`src/rtl/button_event_decoder.sv`:
```
// Classifies a debounced button level into press/release/short/long/double-click pulses.
// Optional auto-repeat while long-held is enabled by defining BTN_REPEAT_EN.
module button_event_decoder #(
  parameter int LONG_CYCLES   = 50000000,
  parameter int DCLICK_CYCLES = 12500000,
  parameter int REPEAT_CYCLES = 10000000,
  parameter int CNT_W         = 32
) (
  input  logic clk,
  input  logic rst_n,
  input  logic signal_in,
  output logic press_pulse,
  output logic release_pulse,
  output logic short_press,
  output logic long_press,
  output logic double_click,
  output logic held,
  output logic repeat_pulse
);

  localparam logic [2:0] IDLE           = 3'd0;
  localparam logic [2:0] PRESSED        = 3'd1;
  localparam logic [2:0] LONG_HELD      = 3'd2;
  localparam logic [2:0] WAIT_SECOND    = 3'd3;
  localparam logic [2:0] SECOND_PRESSED = 3'd4;

  // cnt is cleared on state entry, so the timeout edge sees cnt == N-1
  localparam logic [CNT_W-1:0] LONG_LAST   = CNT_W'(LONG_CYCLES - 1);
  localparam logic [CNT_W-1:0] DCLICK_LAST = CNT_W'(DCLICK_CYCLES - 1);

  if (LONG_CYCLES < 2 || DCLICK_CYCLES < 2 || REPEAT_CYCLES < 1 ||
      CNT_W < $clog2(LONG_CYCLES + 1) || CNT_W < $clog2(DCLICK_CYCLES + 1) ||
      CNT_W < $clog2(REPEAT_CYCLES + 1)) begin : g_bad_cfg
    $error("button_event_decoder: illegal parameter combination");
  end

  logic [2:0]       state, state_nx;
  logic [CNT_W-1:0] cnt, cnt_nx;
  logic             sig_d, rise, fall;
  logic             short_nx, long_nx, dbl_nx;

  assign rise = signal_in & ~sig_d;
  assign fall = ~signal_in & sig_d;

`ifdef BTN_REPEAT_EN
  localparam logic [CNT_W-1:0] REPEAT_LAST = CNT_W'(REPEAT_CYCLES - 1);
  logic rep_nx;
`endif

  always_comb begin
    state_nx = state;
    cnt_nx   = cnt;
    short_nx = 1'b0;
    long_nx  = 1'b0;
    dbl_nx   = 1'b0;
`ifdef BTN_REPEAT_EN
    rep_nx   = 1'b0;
`endif
    case (state)
      IDLE: if (rise) state_nx = PRESSED;
      PRESSED: begin
        if (fall) state_nx = WAIT_SECOND;
        else if (cnt >= LONG_LAST) begin
          state_nx = LONG_HELD;
          long_nx  = 1'b1;
        end else cnt_nx = cnt + CNT_W'(1);
      end
      LONG_HELD: begin
        if (fall) state_nx = IDLE;
`ifdef BTN_REPEAT_EN
        // repeat period restarts in place; the release edge wins over a due strobe
        else if (cnt >= REPEAT_LAST) begin
          rep_nx = 1'b1;
          cnt_nx = '0;
        end else cnt_nx = cnt + CNT_W'(1);
`endif
      end
      WAIT_SECOND: begin
        if (rise) state_nx = SECOND_PRESSED;
        else if (cnt >= DCLICK_LAST) begin
          state_nx = IDLE;
          short_nx = 1'b1;
        end else cnt_nx = cnt + CNT_W'(1);
      end
      SECOND_PRESSED: begin
        if (fall) begin
          state_nx = IDLE;
          dbl_nx   = 1'b1;
        end
      end
      default: state_nx = IDLE;
    endcase
    if (state_nx != state) cnt_nx = '0;
  end

  always_ff @(posedge clk) begin
    sig_d <= signal_in;
    if (!rst_n) begin
      state         <= IDLE;
      cnt           <= '0;
      press_pulse   <= 1'b0;
      release_pulse <= 1'b0;
      short_press   <= 1'b0;
      long_press    <= 1'b0;
      double_click  <= 1'b0;
      held          <= 1'b0;
    end else begin
      state         <= state_nx;
      cnt           <= cnt_nx;
      press_pulse   <= rise;
      release_pulse <= fall;
      short_press   <= short_nx;
      long_press    <= long_nx;
      double_click  <= dbl_nx;
      held          <= (state_nx == LONG_HELD);
    end
  end

`ifdef BTN_REPEAT_EN
  always_ff @(posedge clk) begin
    if (!rst_n) repeat_pulse <= 1'b0;
    else        repeat_pulse <= rep_nx;
  end
`else
  assign repeat_pulse = 1'b0;
`endif

endmodule
```
`config.mk`:
```
export PLATFORM = sky130hd
export DESIGN_NAME = button_event_decoder
export DESIGN_NICKNAME = d
export VERILOG_FILES = /design/src/rtl/button_event_decoder.sv
export SDC_FILE = /design/constraint.sdc
export NUM_CORES = 1
export LEC_CHECK = 0
export ABC_AREA = 1
export BUFFER_PORTS_ARGS = -buffer_cell sky130_fd_sc_hd__buf_2
export CAP_MARGIN = 10
export CORE_ASPECT_RATIO = 0.9
export CORE_UTILIZATION = 50
export DETAILED_ROUTE_END_ITERATION = 7
export PLACE_DENSITY = 0.69
export SLEW_MARGIN = 20
export SYNTH_ARGS = -nofsm -noshare
export SYNTH_HDL_FRONTEND = slang
export SYNTH_SLANG_ARGS = --single-unit
```
`constraint.sdc`:
```
create_clock -name clk -period 5.64 [get_ports clk]
set_input_delay 1.128 -clock clk [delete_from_list [all_inputs] [get_ports clk]]
set_output_delay 1.128 -clock clk [all_outputs]
set_load 0.02 [all_outputs]
```
==> results of run 1 <==
power breakdown:
part           switching (uW)  total, uW  internal [uW]
clock                     100        199           98.8
sequential               2.04        301            299
combinational            31.3       41.5           10.1
total                     134        541            408
layout make-up:
| cell class | instances | area [um^2] |
|---|---|---|
| repair buffers | 9 | 47.5 |
| flip-flops and latches | 42 | 841 |
| well taps | 62 | 77.6 |
| inverters | 61 | 231 |
| fillers | 459 | 1970 |
| clock buffers | 7 | 86.3 |
| multi-input cells | 285 | 1320 |
| clock inverters | 1 | 5.00 |
final timing paths:
kind	endpoint	slack [ns]	depth (start not counted)
worst max-delay path	cnt[19]	3.00	13
worst max register to register	cnt[19]	3.39	14
worst min-delay path	cnt[31]	0.45	2
worst min register to register	cnt[31]	0.45	2
critical path, stage by stage:
cell	delay [ns]
buf_2	0.08
inv_1	0.04
nand2_1	0.16
nor2_1	0.10
nor3_2	0.26
nand2_2	0.10
a21oi_4	0.27
nand2_4	0.22
inv_4	0.23
nand2_1	0.07
nand2_1	0.06
nand2_1	0.05
nor2_1	0.09
cells in the final DEF (no fill, tap or decap), types with 2 or more instances in the layout:
master,n
a21oi_1,6
buf_2,8
clkbuf_8,6
dfxtp_1,42
inv_1,59
nand2_1,102
nand2_2,5
nand3_1,39
nand4_1,16
nor2_1,83
nor2_2,4
nor3_1,9
o21ai_2,5
o21bai_2,3
xnor2_1,2
xor2_1,3
state kept, by name, summed over array words and instances, names as in the netlist:
| signal | cells |
|---|---|
| cnt | 32 |
| state | 3 |
| double_click | 1 |
| held | 1 |
| long_press | 1 |
| press_pulse | 1 |
| release_pulse | 1 |
| short_press | 1 |
| sig_d | 1 |
metrics by stage:
step / power [uW] / utilization (%) / cell area, um^2 / instances / setup slack [ns]
2_1_floorplan: 344 / - / 2440 / 394 / 3.13
3_3_place_gp: 350 / 55.0 / 2520 / 459 / 2.73
3_5_place_dp: 350 / 55.0 / 2520 / 459 / 2.69
4_1_cts: 548 / 57.0 / 2610 / 467 / 3.00
5_1_grt: 563 / 57.0 / 2610 / 467 / 2.75
6_report: 541 / 57.0 / 2610 / 467 / 3.00
per-layer routing:
metal	routed length, um	global-route usage (%)	vias up
met1	2850	33.4	1002
li1	-	-	1244
met5	0	0	-
met4	63	5.56	0
met2	2160	35.3	40
met3	203	4.27	7
kinds of logic after synthesis:
| logic type | count (synthesis) |
|---|---|
| and+or+nand+nor | 263 |
| buffers and inverters | 67 |
| DFF | 42 |
| AOI/OAI and AO/OA | 15 |
| xor gates and xnor gates | 5 |
| adders and majority gates | 1 |
| other | 1 |
==> results.ini, run 1 <==
[min_path]
hp-class=reg -> reg
hp-start=cnt[31]

[yosys]
synth_xor_area_share_pct=1.79
yosysTopAreaCell=dfxtp_1
synth-seq-cells=42
synth_warnings=0
synth_area_leaders=dfxtp_1 34%, nand2_1 16%, nor2_1 13%, inv_1 9.1%, nand3_1 8.0%
ys.flop_type=dfxtp_1
synth.most_common_cell=nand2_1
synthArstFlopShare_pct=0
synth.net_count=398
yosysTopAreaCellShare_pct=34.4
synth-compound-area-share_pct=5.07
synth_fa_ha_area_share_pct=0.512
synth_mux_area_share_pct=0
synth_edf_count=0
synth_common_cells=102 x nand2_1, 83 x nor2_1, 59 x inv_1, 42 x dfxtp_1, 39 x nand3_1
ys_seq_area_share_pct=34.4
postSynthCellCount=394
synth_top_family_by_area=simple AND/OR/NAND/NOR gates
syn_area_um2=2440
ys_types=27
synth_area_per_cell_um2=6.21
yosys.area_share.simple_pct=46.4

[sta]
final_hold_viol_count=0
fin_setup_tns_ns=0
setup_viol=0
fin_crit_ns=2.64
rsz0062_at_grt=false
period_share_pct=46.9
slew_viol_final=0
fin_skew_ns=0.00958
fmax_mhz=378
whs_ns=0.451

[route]
vias=2293
final_antenna_net_count=0
wirelength_mm=5.28
routed_via_density=4.91
drt-pass1-iter-count=4
route.detailed.drc=0
wire_per_inst_um=11.3
drtIter0Drc=171

[place]
dp_hpwl_mm=4.04
numPortBuffers=8
routabilityCongestion=0.883

[power]
powerDensity_nw_per_um2=208
p_leak_uw=0.00116
ir_drop_v=0.000149

[cells_and_area]
syn_to_final_growth_pct=6.65
nNetsFinal=408
final_layout_size_suffix_gt1_share_pct=9.63
antenna_cells=0

[setup_path]
worstSetupEndpointType=register
r2r_start=cnt[0]
critPathLaunch=signal_in
crit_path_start_kind=input port
cp.arrival_ns=2.86
cp_max_fo=18
crit_type=in -> reg
cp_data_required_time_ns=5.86

[floorplanning]
ios=10
rows=23
start_util_pct=53.4
die_area_um2=5170
core-area_um2=4580
die_w_um=75.7
die_h_um=68.3

[cts]
cts_tree=built
clockRootBuffer=clkbuf_8
clock_sinks=42
post_cts_buffers=0
ctsHoldBuffers=0
ctsResizeCount=0
clockBufferDepth=2
htree_levels=2
clk_pin_slew_ns=0.07
cts_buffers=5
clk_latency_ns=0.29

[global_routing]
grt_max_degree=30
overflow=0
antenna_found_initial=0
grt_pass1_vias=2039
grt_usage_pct=23.1
grt_pass1_wl_mm=9.02

[run_status]
status=finished, final reports clean

[job]
cap_violations=0

No activity file was read; power rests on OpenSTA's default activity.
==> inputs of run 2 (changes only) <==
clock period = 2.5 ns   (was 5.64 ns; I/O delays follow)
==> run 2 against run 1 <==
Non-clock buffer count up 2. Via count up 3.3%. Hold slack worse by 0.12 ns. Core utilization up 1.1 points. Power up 140%. Clock skew up 0.00098 ns. Register-to-register slack worse by 3.1 ns. Cell count up 0.21%. Critical path type is now reg -> reg. Largest cell class unchanged. Largest power group unchanged.
==> results.ini, run 2 (synthesized netlist as in run 1, its figures left out) <==
[run_status]
status=finished, final reports clean  ; unchanged

[cts]
clockRootBuffer=clkbuf_8  ; unchanged
post_cts_buffers=0  ; unchanged
clockBufferDepth=2  ; unchanged
ctsHoldBuffers=0  ; unchanged
cts_tree=built  ; unchanged
clk_pin_slew_ns=0.08  ; was 0.07 ns
ctsResizeCount=0  ; unchanged
cts_buffers=5  ; unchanged
clk_latency_ns=0.29  ; about the same
clock_sinks=42  ; unchanged
htree_levels=2  ; unchanged

[setup_path]
crit_path_start_kind=register  ; was input port
cpPeakStageDelay_ns=0.37  ; was 0.27 ns
path_cells=ha_1 > inv_1 > nor2_2 > nand2_1 > nor2_1 > inv_1 > nor2_2 > nand2_1 > inv_1 > nand2_1 > nor3_1 > nand2_1 > nand2_1 > nand2_1 > nor2_1  ; was buf_2 > inv_1 > nand2_1 > nor2_1 > nor3_2 > nand2_2 > a21oi_4 > nand2_4 > inv_4 > nand2_1 > nand2_1 > nand2_1 > nor2_1
crit_family=simple AND/OR/NAND/NOR gates  ; unchanged
worstSetupEndpointType=register  ; unchanged
crit_slowest_cell=dfxtp_1  ; was a21oi_4
crit_type=reg -> reg  ; was in -> reg
cp.arrival_ns=2.46  ; was 2.86 ns
path_buf_inv=3  ; unchanged
cp_max_fo=4  ; was 18
cp_data_required_time_ns=2.72  ; was 5.86 ns
crit_top_cell=nand2_1  ; unchanged

[place]
dp_hpwl_mm=4.06  ; was 4.04 mm
routabilityCongestion=0.927  ; was 0.883
numPortBuffers=8  ; unchanged
place_inst=461  ; was 459

[route]
drtIter0Drc=173  ; was 171
wirelength_mm=5.36  ; was 5.28 mm
drt-pass1-iter-count=4  ; unchanged
routed_via_density=5.06  ; was 4.91
vias=2368  ; was 2293
wire_per_inst_um=11.5  ; was 11.3 um
final_antenna_net_count=0  ; unchanged
route.detailed.drc=0  ; unchanged

[global_routing]
use_met1_pct=35.1  ; was 33.4%
overflow=0  ; unchanged
grt_usage_pct=23.5  ; was 23.1%
grt_pass1_wl_mm=9.09  ; was 9.02 mm
antenna_found_initial=0  ; unchanged
grt_pass1_vias=2026  ; was 2039
top_usage_layer=met1  ; was met2
gr-usage-met3_pct=4.86  ; was 4.27%
grt.met2_usage_pct=33.9  ; was 35.3%
grt_max_degree=30  ; unchanged

[power]
ir_drop_v=0.000331  ; was 0.000149 V
powerDensity_nw_per_um2=497  ; was 208 nW/um^2
p_leak_uw=0.00119  ; was 0.00116 uW

[job]
cap_violations=0  ; unchanged

[sta]
period_share_pct=89.2
rsz0062_at_grt=false  ; unchanged
fin_skew_ns=0.0106  ; was 0.00958 ns
slew_viol_final=0  ; unchanged
final_hold_viol_count=0  ; unchanged
fmax_mhz=448
setup_viol=0  ; unchanged
fin_setup_tns_ns=0  ; unchanged
fin_crit_ns=2.23

[floorplanning]
die_area_um2=5170  ; unchanged
ios=10  ; unchanged
start_util_pct=53.4  ; unchanged
die_w_um=75.7  ; unchanged
core-area_um2=4580  ; unchanged
rows=23  ; unchanged
die_h_um=68.3  ; unchanged

[cells_and_area]
syn_to_final_growth_pct=8.65  ; was 6.65%
top_regs=cnt (32), state (3)  ; unchanged
nNetsFinal=410  ; was 408
final_layout_size_suffix_gt1_share_pct=10.1  ; was 9.63%
antenna_cells=0  ; unchanged
final_common_cell=nand2_1  ; unchanged
instances_no_fill=468  ; was 467
top_register=cnt  ; unchanged
largest_register_ffs=32  ; unchanged
final_cell_mix=102 x nand2_1, 83 x nor2_1, 59 x inv_1  ; unchanged

[min_path]
hp-class=in -> reg  ; was reg -> reg

==> run 2: changes by cell type in the layout (fill, tap and decap cells not counted) <==
| cell | change |
|---|---|
| bufinv_16 | +1 |
| buf_4 | +1 |
| clkbuf_1 | -1 |
| clkinv_2 | -1 |
| buf_12 | +1 |
==> run 2: worst register-to-register path, cell delays in order, from the launching register on <==
cell and delay, ns:
dfxtp_1 0.37, ha_1 0.20, inv_1 0.08, nor2_2 0.16
nand2_1 0.11, nor2_1 0.15, inv_1 0.09, nor2_2 0.16
nand2_1 0.14, inv_1 0.09, nand2_1 0.05, nor3_1 0.24
nand2_1 0.11, nand2_1 0.08, nand2_1 0.05, nor2_1 0.08
==> run 2: report_power, final <==
group	switching [uW]	internal (uW)	total, uW
Sequential	4.66	674	679
Combinational	73.3	29.4	103
Clock	220	319	539
==> run 2: area by class of cell <==
type / count / area (um^2)
multi-input combinational: 285 / 1320
timing repair buffer: 11 / 75.1
clock buffer: 6 / 82.6
sequential: 42 / 841
fill: 464 / 1920
inverter: 61 / 231
clock inverter: 1 / 30.0
tap: 62 / 77.6
==> run 2: worst paths after layout <==
path | start | end | slack (ns) | cells past startpoint
max | cnt[0] | cnt[22] | 0.27 | 15
min | signal_in | sig_d | 0.33 | 1
max reg2reg | cnt[0] | cnt[22] | 0.27 | 15
min reg2reg | cnt[27] | cnt[27] | 0.45 | 2
==> run 2: layer usage <==
layer	share of wire, %	routed length, um
met1	52	2810
met2	39	2100
met3	7.3	394
met4	1.0	55
met5	0	0
==> run 2: per-stage QoR <==
step / cell area, um^2 / hold WS [ns] / utilization [%] / total power [uW] / worst slack [ns]
6_report: 2660 / 0.326 / 58.1 / 1320 / 0.269
4_1_cts: 2660 / 0.320 / 58.1 / 1340 / 0.307
5_1_grt: 2660 / 0.329 / 58.1 / 1370 / 0.0139
2_1_floorplan: 2440 / 0.430 / - / 777 / 0.621
3_5_place_dp: 2540 / 0.440 / 55.6 / 798 / 0.318
3_3_place_gp: 2540 / 0.438 / 55.6 / 797 / 0.317
==> inputs of run 3 (changes only) <==
CORE_ASPECT_RATIO = 0.75   (was 0.9)
CORE_MARGIN = 3   (was default)
CORE_UTILIZATION = 61   (was 50)
PLACE_DENSITY = 0.81   (was 0.69)
==> run 3 against run 2 <==
Design area down 0.33%. Critical path type unchanged. Maximum frequency up 3.9%. Critical endpoint unchanged. Largest power group unchanged. Global-route usage up 0.93 points.
==> results.ini, run 3 (synthesized netlist as in run 1, its figures left out) <==
[run_status]
status=finished, final reports clean  ; unchanged

[floorplanning]
rows=19  ; was 23
core-area_um2=3760  ; was 4580 um^2
die_w_um=79.1  ; was 75.7 um
die_area_um2=4810  ; was 5170 um^2
start_util_pct=65.1  ; was 53.4%
die_h_um=60.8  ; was 68.3 um
ios=10  ; unchanged

[cts]
htree_levels=2  ; unchanged
ctsHoldBuffers=0  ; unchanged
ctsResizeCount=0  ; unchanged
clk_latency_ns=0.30  ; was 0.29 ns
clk_pin_slew_ns=0.08  ; about the same
post_cts_buffers=0  ; unchanged
cts_tree=built  ; unchanged
cts_buffers=5  ; unchanged
clockBufferDepth=2  ; unchanged
clockRootBuffer=clkbuf_8  ; unchanged
clock_sinks=42  ; unchanged

[setup_path]
crit_top_cell=nand2_1  ; unchanged
path_cells=ha_1 > inv_1 > nor2_2 > nand2_1 > nor2_1 > inv_1 > nor2_2 > nand2_1 > inv_1 > nand2_1 > nor3_1 > nand2_1 > nand2_1 > nand2_1 > nor2_1  ; unchanged
cp_max_fo=4  ; unchanged
crit_type=reg -> reg  ; unchanged
cp_data_required_time_ns=2.75  ; was 2.72 ns
cp.arrival_ns=2.39  ; was 2.46 ns
crit_slowest_cell=dfxtp_1  ; unchanged
worstSetupEndpointType=register  ; unchanged
cpPeakStageDelay_ns=0.37  ; about the same
crit_path_start_kind=register  ; unchanged

[sta]
fin_crit_ns=2.15  ; was 2.23 ns
period_share_pct=85.9  ; was 89.2%
rsz0062_at_grt=false  ; unchanged
fmax_mhz=466  ; was 448 MHz
setup_viol=0  ; unchanged
slew_viol_final=0  ; unchanged
fin_skew_ns=0.00502  ; was 0.0106 ns
fin_setup_tns_ns=0  ; unchanged
whs_ns=0.312  ; was 0.326 ns
final_hold_viol_count=0  ; unchanged

[place]
numPortBuffers=8  ; unchanged
routabilityCongestion=0.930  ; was 0.927
dp_hpwl_mm=4.02  ; was 4.06 mm
place_inst=452  ; was 461

[cells_and_area]
syn_to_final_growth_pct=8.29  ; was 8.65%
top_regs=cnt (32), state (3)  ; unchanged
final_layout_size_suffix_gt1_share_pct=10.5  ; was 10.1%
regArea_um2=841  ; unchanged
multi_input_area_um2=1320  ; unchanged
antenna_cells=0  ; unchanged
fillCellCount=374  ; was 464
instances_no_fill=460  ; was 468
top_register=cnt  ; unchanged
largest_register_ffs=32  ; unchanged
final_cell_mix=102 x nand2_1, 83 x nor2_1, 59 x inv_1  ; unchanged
final_common_cell=nand2_1  ; unchanged
nNetsFinal=411  ; was 410
utilization_pct=70.5  ; was 58.1%

[power]
powerDensity_nw_per_um2=496  ; was 497 nW/um^2
p_leak_uw=0.00119  ; about the same
ir_drop_v=0.000413  ; was 0.000331 V

[route]
vias=2409  ; was 2368
final_antenna_net_count=0  ; unchanged
route.detailed.drc=0  ; unchanged
drt-pass1-iter-count=6  ; was 4
wire_per_inst_um=11.8  ; was 11.5 um
drtIter0Drc=271  ; was 173
wirelength_mm=5.44  ; was 5.36 mm
routed_via_density=5.24  ; was 5.06

[global_routing]
grt_usage_pct=24.4  ; was 23.5%
grt_pass1_wl_mm=9.22  ; was 9.09 mm
grt_max_degree=30  ; unchanged
overflow=0  ; unchanged
grt_pass1_vias=1969  ; was 2026
antenna_found_initial=0  ; unchanged

[job]
cap_violations=0  ; unchanged

[min_path]
hp-class=in -> reg  ; unchanged

## run 3: area by class of cell
type,instances,share of cell area (%)
Timing Repair Buffer,12,3.12
Sequential cell,42,31.8
Multi-Input combinational cell,285,49.8
Clock buffer,5,2.60
Tap cell,52,2.46
Clock inverter,3,1.51
Inverter,61,8.74
## run 3: report_power, final
part / total (uW) / switching, uW / internal [uW] / leakage, uW
clock: 531 / 237 / 294 / 0.0000579
combinational: 102 / 73.1 / 29.3 / 0.000796
sequential: 679 / 4.73 / 674 / 0.000339
total: 1310 / 315 / 997 / 0.00119
## run 3: path summary, 6_finish.rpt
path,slack (ns),start,cells after the start,end
worst max-delay path,0.35,cnt[0],15,cnt[22]
worst min-delay path,0.31,signal_in,1,sig_d
worst max register to register,0.35,cnt[0],15,cnt[22]
worst min register to register,0.45,cnt[29],2,cnt[29]
## run 3: metal layers
metal / vias to the layer above / share of wire, % / track usage [%] / routed length (um)
met5: - / 0 / 0 / 0
met3: 18 / 9.2 / 6.08 / 499
li1: 1254 / - / - / -
met2: 112 / 38 / 33.6 / 2100
met1: 1025 / 51 / 36.8 / 2760
met4: 0 / 1.6 / 8.09 / 89
## run 3: critical path, delay by kind of cell (launching register included)
family / cells / cell delay, ns
fa+ha+maj: 1 / 0.20
buf+inv: 3 / 0.27
flops: 1 / 0.37
simple gates: 11 / 1.26
## run 3: per-stage QoR
step | instance area [um^2] | power [uW] | setup slack, ns
2_1_floorplan | 2440 | 777 | 0.621
3_3_place_gp | 2540 | 795 | 0.405
3_5_place_dp | 2540 | 796 | 0.367
4_1_cts | 2650 | 1320 | 0.392
5_1_grt | 2650 | 1360 | 0.0795
6_report | 2650 | 1310 | 0.352
